### config.mk
export PLATFORM = sky130hd
export DESIGN_NAME = aes_ahb_slave
export DESIGN_NICKNAME = d
export VERILOG_FILES = /design/src/rtl/aes_ahb_slave.sv
export SDC_FILE = /design/constraint.sdc
export NUM_CORES = 1
export LEC_CHECK = 0
export CAP_MARGIN = 0
export CORE_ASPECT_RATIO = 0.6
export CORE_MARGIN = 4
export CORE_UTILIZATION = 35
export CTS_BUF_LIST = sky130_fd_sc_hd__clkbuf_4 sky130_fd_sc_hd__clkbuf_8 sky130_fd_sc_hd__clkbuf_16
export DETAILED_ROUTE_END_ITERATION = 10
export PLACE_DENSITY = 0.57
export RECOVER_POWER = 25
export SLEW_MARGIN = 40
export SYNTH_ARGS = -nofsm -noshare
export SYNTH_HDL_FRONTEND = slang
export SYNTH_SLANG_ARGS = --single-unit
export TNS_END_PERCENT = 5
### constraint.sdc
create_clock -name clk -period 5.55 [get_ports clk]
set_input_delay 1.3875 -clock clk [delete_from_list [all_inputs] [get_ports clk]]
set_output_delay 1.3875 -clock clk [all_outputs]
set_load 0.02 [all_outputs]
### src/rtl/aes_ahb_slave.sv
// AHB-lite slave front end of the AES accelerator.
// It decodes CPU register accesses, buffers four input words for the controller
// and four result words for CPU readback, and answers errors with a two-cycle ERROR response.
module aes_ahb_slave (
  input  logic        clk,
  input  logic        rst,
  input  logic        hsel,
  input  logic [3:0]  haddr,
  input  logic [1:0]  htrans,
  input  logic        hwrite,
  input  logic [2:0]  hsize,
  input  logic [31:0] hwdata,
  output logic [31:0] hrdata,
  output logic        hready,
  output logic        hresp,
  input  logic        ahb_mode,
  input  logic        ahb_shift_en,
  input  logic        done_chg_key,
  input  logic [31:0] tx_word,
  output logic        start,
  output logic        data_type,
  output logic        enc_dec,
  output logic        data_received,
  output logic [31:0] rx_word
);

  localparam logic [1:0] REG_CMD    = 2'd0;
  localparam logic [1:0] REG_WDATA  = 2'd1;
  localparam logic [1:0] REG_RDATA  = 2'd2;
  localparam logic [1:0] REG_STATUS = 2'd3;
  localparam logic [2:0] SIZE_WORD  = 3'b010;

  typedef enum logic {RESP_OKAY, RESP_ERR2} resp_state_t;

  resp_state_t resp_state, resp_next;

  logic        pend_q;
  logic [1:0]  addr_q;
  logic        write_q;
  logic [2:0]  size_q;

  logic [31:0] in_mem  [4];
  logic [31:0] out_mem [4];
  logic [1:0]  in_rd, in_wr, out_rd, out_wr;
  logic [2:0]  in_count, out_count, out_count_nxt;

  logic        key_done_q, busy_q, err_q;
  logic        accept, xfer_err, cmd_wr, in_push, in_pop, out_push, out_pop;
  logic        in_full, out_full;
  logic [31:0] status_word;
  logic        unused_bits;

  // Byte-lane address bits and the SEQ/NONSEQ distinction carry no meaning here.
  assign unused_bits = &{1'b0, haddr[1:0], htrans[0]};

  assign accept        = hsel & htrans[1] & hready;
  assign in_full       = (in_count == 3'd4);
  assign out_full      = (out_count == 3'd4);
  assign data_received = in_full;
  assign rx_word       = (in_count != 3'd0) ? in_mem[in_rd] : 32'd0;
  assign status_word   = {27'd0, err_q, busy_q, key_done_q, out_full, in_full};

  // Register the address phase so the data phase can be decoded one cycle later.
  always_ff @(posedge clk) begin
    if (rst) begin
      pend_q  <= 1'b0;
      addr_q  <= 2'd0;
      write_q <= 1'b0;
      size_q  <= 3'd0;
    end else begin
      pend_q <= accept;
      if (accept) begin
        addr_q  <= haddr[3:2];
        write_q <= hwrite;
        size_q  <= hsize;
      end
    end
  end

  // Data-phase decode: detect illegal accesses and qualify the legal side effects.
  always_comb begin
    xfer_err = 1'b0;
    if (pend_q) begin
      if (size_q != SIZE_WORD)                              xfer_err = 1'b1;
      if (write_q && addr_q[1])                             xfer_err = 1'b1;
      if (!write_q && !addr_q[1])                           xfer_err = 1'b1;
      if (write_q && addr_q == REG_WDATA && in_full)        xfer_err = 1'b1;
      if (!write_q && addr_q == REG_RDATA && out_count == 3'd0) xfer_err = 1'b1;
    end
    cmd_wr   = pend_q && !xfer_err && write_q && addr_q == REG_CMD;
    in_push  = pend_q && !xfer_err && write_q && addr_q == REG_WDATA;
    out_pop  = pend_q && !xfer_err && !write_q && addr_q == REG_RDATA;
    in_pop   = !ahb_mode && ahb_shift_en && in_count != 3'd0;
    out_push = ahb_mode && ahb_shift_en && !out_full;
    out_count_nxt = out_count + {2'd0, out_push} - {2'd0, out_pop};
  end

  // Read data is driven straight from the registered address during the data phase.
  always_comb begin
    hrdata = 32'd0;
    if (pend_q && !write_q && !xfer_err) begin
      case (addr_q)
        REG_RDATA:  hrdata = out_mem[out_rd];
        REG_STATUS: hrdata = status_word;
        default:    hrdata = 32'd0;
      endcase
    end
  end

  // Response state register.
  always_ff @(posedge clk) begin
    if (rst) resp_state <= RESP_OKAY;
    else     resp_state <= resp_next;
  end

  // Response outputs: the first error cycle stalls, the second completes with ERROR.
  always_comb begin
    resp_next = resp_state;
    hready    = 1'b1;
    hresp     = 1'b0;
    case (resp_state)
      RESP_OKAY: begin
        if (xfer_err) begin
          hready    = 1'b0;
          hresp     = 1'b1;
          resp_next = RESP_ERR2;
        end
      end
      RESP_ERR2: begin
        hresp     = 1'b1;
        resp_next = RESP_OKAY;
      end
      default: resp_next = RESP_OKAY;
    endcase
  end

  // Buffer storage; stale words are never visible because counts gate every read.
  always_ff @(posedge clk) begin
    if (in_push)  in_mem[in_wr]   <= hwdata;
    if (out_push) out_mem[out_wr] <= tx_word;
  end

  // FIFO pointers and occupancy; a simultaneous push and pop keeps the count.
  always_ff @(posedge clk) begin
    if (rst) begin
      in_rd     <= 2'd0;
      in_wr     <= 2'd0;
      in_count  <= 3'd0;
      out_rd    <= 2'd0;
      out_wr    <= 2'd0;
      out_count <= 3'd0;
    end else begin
      if (in_push)  in_wr  <= in_wr + 2'd1;
      if (in_pop)   in_rd  <= in_rd + 2'd1;
      if (out_push) out_wr <= out_wr + 2'd1;
      if (out_pop)  out_rd <= out_rd + 2'd1;
      in_count  <= in_count + {2'd0, in_push} - {2'd0, in_pop};
      out_count <= out_count_nxt;
    end
  end

  // Command register, start pulse and sticky status flags.
  always_ff @(posedge clk) begin
    if (rst) begin
      start      <= 1'b0;
      data_type  <= 1'b0;
      enc_dec    <= 1'b0;
      key_done_q <= 1'b0;
      busy_q     <= 1'b0;
      err_q      <= 1'b0;
    end else begin
      start <= cmd_wr;
      if (cmd_wr) begin
        data_type  <= hwdata[0];
        enc_dec    <= hwdata[1];
        key_done_q <= 1'b0;
        busy_q     <= 1'b1;
        err_q      <= 1'b0;
      end else begin
        if (xfer_err)     err_q      <= 1'b1;
        if (done_chg_key) key_done_q <= 1'b1;
        if (data_type && done_chg_key)
          busy_q <= 1'b0;
        if (!data_type && !out_full && out_count_nxt == 3'd4)
          busy_q <= 1'b0;
      end
    end
  end

endmodule

## After elaboration in Yosys (flattened, before gate mapping)

Memory sizes are Yosys's and may differ from the RTL's. A register that Yosys moved wholly into a read port is not among the register bits.
Index checks and enable logic that the tools add are counted.

- Register bits after elaboration: 28
- Latch bits: 0
- Memory bits (writable): 256
- ROM bits: 0
- Input port bits: 80
- Output and inout port bits: 70
- Word-level logic and storage cells: 94
- Memories: 2

Memory list:

| name | words | bits a word | read ports | clocked after Yosys merged registers in | wr ports | RTL line | RTL |
|---|---|---|---|---|---|---|---|
| in_mem | 4 | 32 | 1 | 1 | 1 | 42 | `logic [31:0] in_mem [4];` |
| out_mem | 4 | 32 | 1 | 1 | 1 | 43 | `logic [31:0] out_mem [4];` |

- Add/sub/neg operators: 8
- Multiply operators: 0
- Div/mod/pow operators: 0
- Magnitude comparators: 0
- Equality and inequality tests: 7
- Shifts and indexed selects: 0
- Multiplexer cells: 25
- Bitwise logic cells: 3
- Reductions and logical operators: 32

Operator list:

| kind | count |
|---|---|
| 32-bit two-way mux | 2 |
| 32-bit one-hot mux with 2 select lines | 1 |
| 1-bit logical AND | 21 |
| 1-bit two-way mux | 16 |
| 3-bit == test, second input constant | 3 |
| 2-bit by 1-bit adder with 2-bit output, second input constant | 4 |
| 2-bit two-way mux | 4 |
| 3-bit by 1-bit adder with 3-bit output | 2 |
| 1-bit logical NOT | 6 |
| 3-bit nonzero test | 2 |
| 3-bit by 1-bit subtractor with 3-bit output | 2 |
| 2-bit == test, second input constant | 2 |
| 1-bit one-hot mux with 2 select lines | 2 |
| 3-bit logical NOT | 1 |
| 3-bit by 2-bit != test with 1-bit output, second input constant | 1 |
| 1-bit AND | 2 |
| 2-bit by 1-bit == test with 1-bit output, second input constant | 1 |
| 2-bit logical NOT | 1 |
| 2-bit OR reduction | 1 |
| 1-bit inverter | 1 |

## Logic depth before layout (Yosys ltp)

Gate-level depths: netlist of run 1.

- Depth after elaboration: 16
- Gate-level depth with buffers: 14
- Mapped depth without buffers: 13

## Worst setup path after synthesis of run 1

No wires, ideal clock.

- Path type: in2reg
- Start: input port ahb_mode
- End: register busy_q
- Arrival time: 3.262 ns
- Slack: 2.160 ns
- Stages on the path: 12
- Cell sequence: nand2_1 > a21oi_1 > inv_1 > ha_1 > inv_1 > ha_1 > fa_1 > xnor2_1 > nand2_1 > o211ai_1 > a31oi_1 > nor2_1

- Word-level cells in the longest chain between the ends: 8

Ends and longest elaborated chain:

| item | RTL line | RTL |
|---|---|---|
| from (decl) | 16 | `input logic ahb_mode,` |
| 1-bit logical AND (*) (2 in series) | 94 | `out_push = ahb_mode && ahb_shift_en && !out_full;` |
| 3-bit by 1-bit adder with 3-bit output (*) | 95 | `out_count_nxt = out_count + {2'd0, out_push} - {2'd0, out_pop};` |
| 3-bit by 1-bit subtractor with 3-bit output (*) | 95 |  |
| 3-bit == test (*) | 184 | `if (!data_type && !out_full && out_count_nxt == 3'd4)` |
| 1-bit logical AND (*) | 184 |  |
| 1-bit two-way mux | 184 |  |
| 1-bit two-way mux | 173 | `if (cmd_wr) begin` |
| to (signal assigned) | 177 | `busy_q <= 1'b1;` |
| to (signal assigned) | 183 | `busy_q <= 1'b0;` |
| to (signal assigned) | 185 | `busy_q <= 1'b0;` |
| to (decl) | 47 | `logic key_done_q, busy_q, err_q;` |

Every way passes the cells marked *; elsewhere a longest branch is shown, timed or not.
A chain may end at the register's enable or synchronous reset.

## Worst setup path after layout of run 1

- Start: register write_q
- End: output port hrdata[8]

- Word-level cells in the longest chain between the ends: 9

Ends and longest elaborated chain:

| item | RTL line | RTL |
|---|---|---|
| from (decl) | 39 | `logic write_q;` |
| from (signal assigned) | 74 | `write_q <= hwrite;` |
| 1-bit logical AND / 1-bit logical NOT (equally long branches) | -- |  |
| 1-bit two-way mux / 1-bit logical AND (equally long branches) | 85, 86 |  |
| 1-bit two-way mux | 86 | `if (!write_q && !addr_q[1]) xfer_err = 1'b1;` |
| 1-bit two-way mux | 87 | `if (write_q && addr_q == REG_WDATA && in_full) xfer_err = 1'b1;` |
| 1-bit two-way mux | 88 | `if (!write_q && addr_q == REG_RDATA && out_count == 3'd0) xfer_err = 1'b1;` |
| 1-bit two-way mux | 83 | `if (pend_q) begin` |
| 1-bit logical NOT | 101 | `if (pend_q && !write_q && !xfer_err) begin` |
| 1-bit logical AND (*) | 101 |  |
| 32-bit two-way mux (*) | 101 |  |
| to (decl) | 13 | `output logic [31:0] hrdata,` |

Marks and branches as above.

==> results of run 1 <==
[cells in the mapped netlist, types with 2 or more instances]
master and count:
nor2_1 23, mux4_2 64, mux2i_1 14, nand2b_1 2, inv_1 17, o21ai_1 2, and2_1 10, clkbuf_1 15
nor3_1 5, ha_1 12, dfxtp_1 32, nand2_1 20, fa_1 2, nor2b_1 64, a21oi_1 4, xnor2_1 8
buf_2 11, nand3_1 3, and3_1 2, edfxtp_1 256
[where the power goes]
| part | switching, µW | total (µW) | internal [µW] |
|---|---|---|---|
| clock | 797 | 2070 | 1270 |
| sequential | 32.0 | 2430 | 2400 |
| combinational | 279 | 548 | 269 |
| total | 1110 | 5040 | 3940 |
[area by class of cell]
class                           instances  area share (%)
Sequential cell                       288           58.67
Clock buffer                           36           5.478
Clock inverter                         16           1.638
Tap cell                              416           3.664
Timing Repair Buffer                  155           10.73
Inverter                               17          0.4491
Multi-Input combinational cell        250           19.37
[sequential cells by signal, summed over array words and instances (netlist names), 2 cells and up, named ones only]
signal,flops
out_mem,128
size_q,3
out_rd,2
out_count,3
addr_q,2
out_wr,2
in_rd,2
in_wr,2
in_count,3
in_mem,128
[path summary, 6_finish.rpt]
check	startpoint	slack [ns]	to	depth (start not counted)
max	write_q	1.16	hrdata[8]	5
min	resp_state	0.46	resp_state	1
max reg2reg	write_q	2.12	busy_q	13
min reg2reg	resp_state	0.46	resp_state	1
[worst max-delay path, stage by stage, from the launching register on]
cell	delay, ns
dfxtp_1	0.48
nor2_2	0.09
nor4b_4	0.39
nand4b_4	0.50
nor2b_1	0.33
clkdlybuf4s50_1	0.65
[kinds of logic (layout without fill, tap and decap cells)]
group | after synthesis | after routing
adders and majority gates | 14 | 14
xor gates and xnor gates | 9 | 9
AOI/OAI and AO/OA | 12 | 12
buffers and inverters | 43 | 224
muxes | 78 | 78
and+or+nand+nor | 137 | 137
DFF | 288 | 288
[metal layers]
layer,vias to the layer above,routed length (µm)
li1,2571,-
met1,2861,10070
met2,82,11290
met3,45,808
met4,0,542
met5,-,0
[stage by stage]
step	total power, µW	hold slack [ns]	instances	worst slack [ns]
4_1_cts	5124	0.4652	1178	1.068
3_3_place_gp	3030	0.4504	1126	1.337
3_5_place_dp	3042	0.4568	1126	1.237
5_1_grt	5249	0.5108	1178	0.9823
6_report	5044	0.4626	1178	1.159
2_1_floorplan	2764	0.4324	581	2.160
==> qor.csv, run 1 <==
metric,value,unit
outcome,completed,
end_kind,primary output,
num_vias,5559,
die_w,239.2,µm
insertion_delay,0.55,ns
syn_nets,675,
p_per_area,355.0,nW/µm²
max-slew-margin-rel,58.99,%
postSynthCellCount,581,
synth.largest_area_cell,edfxtp_1,
final_area,14210,µm²
fin_nets,835,
synth_area_leaders,"edfxtp_1 69%, mux4_2 13%, dfxtp_1 5.7%, nor2b_1 3.6%, ha_1 1.3%",
dpl_cell_area,13190,µm²
post_cts_resized,0,
grt_usage,12.95,%
hold_violations,0,
num_antenna_cells,0,
required,4.16,ns
synthFlopType,edfxtp_1,
crit_type,register to primary output,
initial_utilization,35.73,%
wire_per_inst,19.28,µm
postCtsSetupRepairBufs,0,
place.gp.congestion,0.7513,
root_buffer,clkbuf_16,
clk_pin_slew,0.06,ns
synth_top_family_by_area,multiplexers,
dieArea,35090,µm²
synth.distinct_cells,35,
clock_skew,0.01629,ns
ys_warn_count,0,
grt-ovfl-total,0,
regArea,8335,µm²
cp_max_fo,28,
rsz0062_at_grt,false,
setup_viol,0,
synth_area,11220,µm²
maxCapViolCount,0,
grtUsageMet2,22.10,%
hpwl,14.55,mm
grtUsageMet1,17.22,%
hold_class,register to register,
portBuffers,146,
fin_util,45.24,%
grt_pass1_wl,35.57,mm
die-height,146.7,µm
htreeDepth,1,
drive_gt1_share,18.50,%
synth_top_area_share,68.50,%
met3_usage,2.514,%
finalMaxSlewViolations,0,
ioPinCount,150,
cts_buffer_depth,3,
areaGrowthSynthToFinish,26.60,%
seq_area_frac_synth,74.21,%
placement_rows,50,
ant_nets,0,
max_freq,0.2278,GHz
async_reset_ff_share,0,%
synthSimpleGateAreaFrac,6.902,%
hold_buffers,0,
viasPerCell,4.719,
synth_fa_ha_area_share,1.695,%
synth_xor_xnor_area_share,0.7024,%
top_usage_layer,met2,
ys_ff_latch,288,
drc,0,
layout_min_cycle_time,4.391,ns
cts_tree,done,
cp.arrival,3.00,ns
cts_made_buffers,29,
clkSinkCount,288,
core_area,31410,µm²
fillerInstances,2696,
synthMuxAreaShare,14.09,%
grt_pass1_vias,6137,
final_common_cell,edfxtp_1,
multi_input_area,2753,µm²
antenna_found_initial,1,
start_kind,register,
most-common-layout-cells,"256 x edfxtp_1, 105 x clkdlybuf4s50_1, 64 x mux4_2, 64 x nor2b_1, 40 x dlygate4sd3_1",
avgSynthCellArea,19.31,µm²
irDropWorstVdd,0.0002677,V
grt_max_degree,34,
drtPass1Iterations,4,
leakage,0.004505,µW
wl,22.71,mm
period_share,79.11,%
synth-compound-area-share,0.8362,%
synth_edf_count,256,
worst_slew_pin_slew,0.6139,ns
setup_tns,0,ns
drt-initial-drc-count,282,
Power figures use the tool's default switching activity.
==> run 2: changes to the inputs <==
==> constraint.sdc (replaced) <==
create_clock -name clk -period 4.4 [get_ports clk]
set_input_delay 1.1 -clock clk [delete_from_list [all_inputs] [get_ports clk]]
set_output_delay 1.1 -clock clk [all_outputs]
set_load 0.02 [all_outputs]
==> run 2 against run 1 <==
  * Non-clock buffer count shrank 1
  * Highest routed layer unchanged
  * Critical path type unchanged
  * Worst setup slack lost 0.65 ns
  * Largest cell class unchanged
  * Largest power group unchanged
  * Register-to-register slack lost 0.89 ns
==> qor.csv, run 2 (synthesized netlist as in run 1, its figures left out) <==
metric,value,unit
post_cts_resized,0,
start_kind,register,
grt-ovfl-total,0,
largest_registers,"in_mem: 128 flops, out_mem: 128 flops",
die-height,146.7,µm
required,3.30,ns
wl,22.92,mm
fin_nets,834,
num_antenna_cells,0,
clock_skew,0.01013,ns
cts_buffer_depth,3,
cts_made_buffers,29,
drive_gt1_share,17.98,%
ioPinCount,150,
initial_utilization,35.73,%
hold_class,register to register,
end_kind,primary output,
final_common_cell,edfxtp_1,
grt_pass1_wl,36.14,mm
die_w,239.2,µm
max-slew-margin-rel,50.63,%
grt_usage,13.09,%
p_per_area,441.0,nW/µm²
most-common-layout-cells,"256 x edfxtp_1, 106 x clkdlybuf4s50_1, 64 x mux4_2, 64 x nor2b_1, 39 x dlygate4sd3_1",
placement_rows,50,
clkSinkCount,288,
num_vias,5590,
root_buffer,clkbuf_16,
rsz0062_at_grt,false,
grt_pass1_vias,6250,
drt-initial-drc-count,322,
cp_max_fo,17,
power.total,6248,µW
crit_type,register to primary output,
portBuffers,146,
layout_min_cycle_time,3.891,ns
max_freq,0.2570,GHz
finalMaxSlewViolations,0,
htreeDepth,1,
setup_tns,0,ns
worst_slew_pin_slew,0.7395,ns
grt_max_degree,34,
wire_per_inst,19.45,µm
clk_pin_slew,0.06,ns
fillerInstances,2667,
hold_buffers,0,
ant_nets,0,
cp.arrival,2.79,ns
irDropWorstVdd,0.0003522,V
dieArea,35090,µm²
hold_violations,0,
dpl_cell_area,13200,µm²
fin_util,45.11,%
antenna_found_initial,1,
core_area,31410,µm²
final_cells,1178,
final_area,14170,µm²
outcome,completed,
viasPerCell,4.745,
place.gp.congestion,0.6940,
period_share,88.43,%
cts_tree,done,
setup_viol,0,
areaGrowthSynthToFinish,26.23,%
drtPass1Iterations,4,
insertion_delay,0.54,ns
leakage,0.004466,µW
maxCapViolCount,0,
postCtsSetupRepairBufs,0,
drc,0,
placed_cells,1125,
hpwl,14.60,mm
==> run 2: changes by cell type in the layout (fill, tap and decap cells not counted), sizes merged <==
cell,before,now
clkinvlp,2,3
clkbuf,36,30
bufinv,6,4
dlygate4sd3,40,39
buf,10,9
inv,17,18
clkinv,8,15
clkdlybuf4s50,105,106
==> run 2: through the flow <==
stage	hold WS, ns	setup slack, ns
after floorplan	0.4324	1.298
after global placement	0.4500	0.7059
after detailed placement	0.4600	0.6364
after CTS	0.4693	0.3958
after global routing	0.5035	0.2882
final	0.4680	0.5089
==> run 2: layout make-up <==
type / instances / area (µm²) / area share [%]
timing repair buffer: 154 / 1541 / 10.88
tap: 416 / 520.5 / 3.674
sequential: 288 / 8330 / 58.81
clock buffer: 30 / 733.2 / 5.176
multi-input combinational: 250 / 2744 / 19.37
clock inverter: 23 / 232.7 / 1.643
inverter: 17 / 63.81 / 0.4505
==> run 2: routing by layer <==
| metal | share of wire [%] | routed length, µm | track usage, % |
|---|---|---|---|
| met1 | 44 | 10110 | 17.60 |
| met2 | 51 | 11590 | 22.39 |
| met3 | 3.4 | 787 | 2.477 |
| met4 | 1.9 | 430 | 2.870 |
| met5 | 0 | 0 | 0 |
==> run 2: report_power, final <==
group          switching (µW)  internal (µW)
Combinational             369            343
Sequential               27.4           3020
Clock                    1030           1450
==> run 2: path summary, 6_finish.rpt <==
kind / from / cells after the start / to / slack, ns
setup reg to reg: addr_q[0] / 14 / busy_q / 1.23
hold / removal: resp_state / 1 / resp_state / 0.47
hold reg to reg: resp_state / 1 / resp_state / 0.47
setup / recovery: register / 4 / hrdata[7] / 0.51
==> run 2: critical path, stage by stage, from the launching register on <==
cell and delay [ns]:
dfxtp_2 0.74, buf_12 0.27, mux4_2 0.51, nor2b_1 0.14, clkdlybuf4s50_1 0.57
==> run 3: changes to the inputs <==
--- a/config.mk
+++ b/config.mk
@@ -10,6 +10,7 @@
 export CORE_MARGIN = 4
 export CORE_UTILIZATION = 35
 export CTS_BUF_LIST = sky130_fd_sc_hd__clkbuf_4 sky130_fd_sc_hd__clkbuf_8 sky130_fd_sc_hd__clkbuf_16
+export CTS_CLUSTER_DIAMETER = 30
 export DETAILED_ROUTE_END_ITERATION = 10
 export PLACE_DENSITY = 0.57
 export RECOVER_POWER = 25
==> constraint.sdc (replaced) <==
create_clock -name clk -period 3.7 [get_ports clk]
set_input_delay 0.925 -clock clk [delete_from_list [all_inputs] [get_ports clk]]
set_output_delay 0.925 -clock clk [all_outputs]
set_load 0.02 [all_outputs]
==> run 3 against run 2 <==
  * Routed wire length grew 3.3%
  * Critical path depth rose by 1
  * Final area is 5.6% higher
  * Worst setup slack got worse by 0.38 ns
  * Clock power is 79% higher
  * Sequential cell count did not move
  * Die area is the same
  * Register-to-register slack worse by 0.65 ns
  * First-iteration DRC count grew 0.62%
  * Critical path type unchanged
==> qor.csv, run 3 (synthesized netlist as in run 1, its figures left out) <==
metric,value,unit
cts_made_buffers,48,
hold_class,register to register,
ant_nets,0,
wl,23.66,mm
ioPinCount,150,
areaGrowthSynthToFinish,33.25,%
p_per_area,596.4,nW/µm²
clk_pin_slew,0.05,ns
start_kind,register,
die_w,239.2,µm
cts_buffer_depth,3,
cp_slowest_stage_delay,0.70,ns
hold_buffers,0,
rsz0062_at_grt,true,
worst_slew_pin_slew,0.5881,ns
grt_usage,13.56,%
outcome,completed,
grt_pass1_vias,6404,
clock_skew,0.01762,ns
crit_family,simple AND/OR/NAND/NOR gates,
antenna_found_initial,2,
setup_viol,0,
dpl_cell_area,13280,µm²
setup_tns,0,ns
hpwl,14.62,mm
finalMaxSlewViolations,0,
drtPass1Iterations,6,
period_share,96.58,%
cp_max_fo,7,
grt_max_degree,34,
max-slew-margin-rel,60.74,%
layout_min_cycle_time,3.574,ns
drc,0,
leakage,0.005015,µW
final_common_cell,edfxtp_1,
portBuffers,146,
grt_pass1_wl,36.97,mm
max_freq,0.2798,GHz
most-common-layout-cells,"256 x edfxtp_1, 96 x clkdlybuf4s50_1, 64 x mux4_2, 64 x nor2b_1, 49 x clkbuf_16",
drt-initial-drc-count,324,
final_area,14950,µm²
required,2.77,ns
htreeDepth,2,
clkSinkCount,288,
cts_tree,done,
hold_violations,0,
initial_utilization,35.73,%
maxCapViolCount,0,
end_kind,primary output,
root_buffer,clkbuf_16,
power.total,8918,µW
viasPerCell,4.750,
die-height,146.7,µm
num_vias,5809,
fin_nets,862,
post_cts_resized,1,
fillerInstances,2599,
cp.arrival,2.65,ns
crit_type,register to primary output,
insertion_delay,0.54,ns
dieArea,35090,µm²
place.gp.congestion,0.6836,
slowest_stage,clkdlybuf4s50_1,
fin_util,47.61,%
wire_per_inst,19.35,µm
postCtsSetupRepairBufs,0,
drive_gt1_share,22.83,%
placement_rows,50,
irDropWorstVdd,0.0004020,V
core_area,31410,µm²
worst-path-buf-inv,1,
grt-ovfl-total,0,
crit_chain,"nor2_2, nor4b_4, nand3_1, a21oi_1, clkdlybuf4s50_1",
largest_registers,"in_mem: 128 flops, out_mem: 128 flops",
run 3: changes by cell type in the layout (fill, tap and decap cells not counted), sizes merged:
| cell | delta |
|---|---|
| inv | +9 |
| bufinv | +1 |
| dlygate4sd3 | +2 |
| dlymetal6s2s | +9 |
| clkbuf | +23 |
| clkdlybuf4s50 | -10 |
| clkinvlp | +2 |
| buf | +8 |
| diode | +1 |
run 3: worst register-to-register path: stages, from the launching register on:
cell      delay [ns]
dfxtp_1         0.35
nor2_1          0.27
nand2_1         0.20
nand4b_2        0.13
buf_4           0.35
inv_1           0.11
ha_1            0.29
inv_1           0.04
ha_1            0.19
fa_1            0.45
xnor2_1         0.27
nand2_1         0.09
o211ai_1        0.12
a31oi_1         0.11
nor2_1          0.10
run 3: final cells by class:
cell class              instances  area [µm²]  area share [%]
multi-input cells             250        2743           18.34
clock buffers                  53        1262           8.443
well taps                     416       520.5           3.481
flip-flops and latches        288        8334           55.74
clock inverters                35       377.9           2.527
diodes                          1       2.502         0.01673
repair buffers                163        1649           11.03
inverters                      17       63.81          0.4267
run 3: routing by layer:
metal	up-vias	wire, µm	GRT usage, %
li1	2642	-	-
met1	3006	10210	17.31
met2	116	11850	22.83
met3	45	1082	3.490
met4	0	523	4.407
met5	-	0	0
run 3: report_power, final:
part	internal, µW	switching [µW]	leakage, µW
clock network	2850	1580	0.000797
registers	3600	31.0	0.00257
logic	412	444	0.00164
total	6860	2060	0.00501
run 3: path summary, 6_finish.rpt:
check / start / endpoint / slack (ns) / depth (start not counted)
max: write_q / hrdata[1] / 0.13 / 5
min: resp_state / resp_state / 0.47 / 1
max reg2reg: out_count[1] / busy_q / 0.58 / 14
min reg2reg: resp_state / resp_state / 0.47 / 1
run 3: through the flow:
| step | hold WS [ns] | setup WS (ns) | cells |
|---|---|---|---|
| finish | 0.4673 | 0.1264 | 1223 |
| global route | 0.5097 | -0.04528 | 1222 |
| CTS | 0.4697 | 0.002813 | 1222 |
| detailed placement | 0.4627 | 0.2707 | 1134 |
| global placement | 0.4506 | 0.3107 | 1134 |
| floorplan | 0.4324 | 0.7728 | 581 |
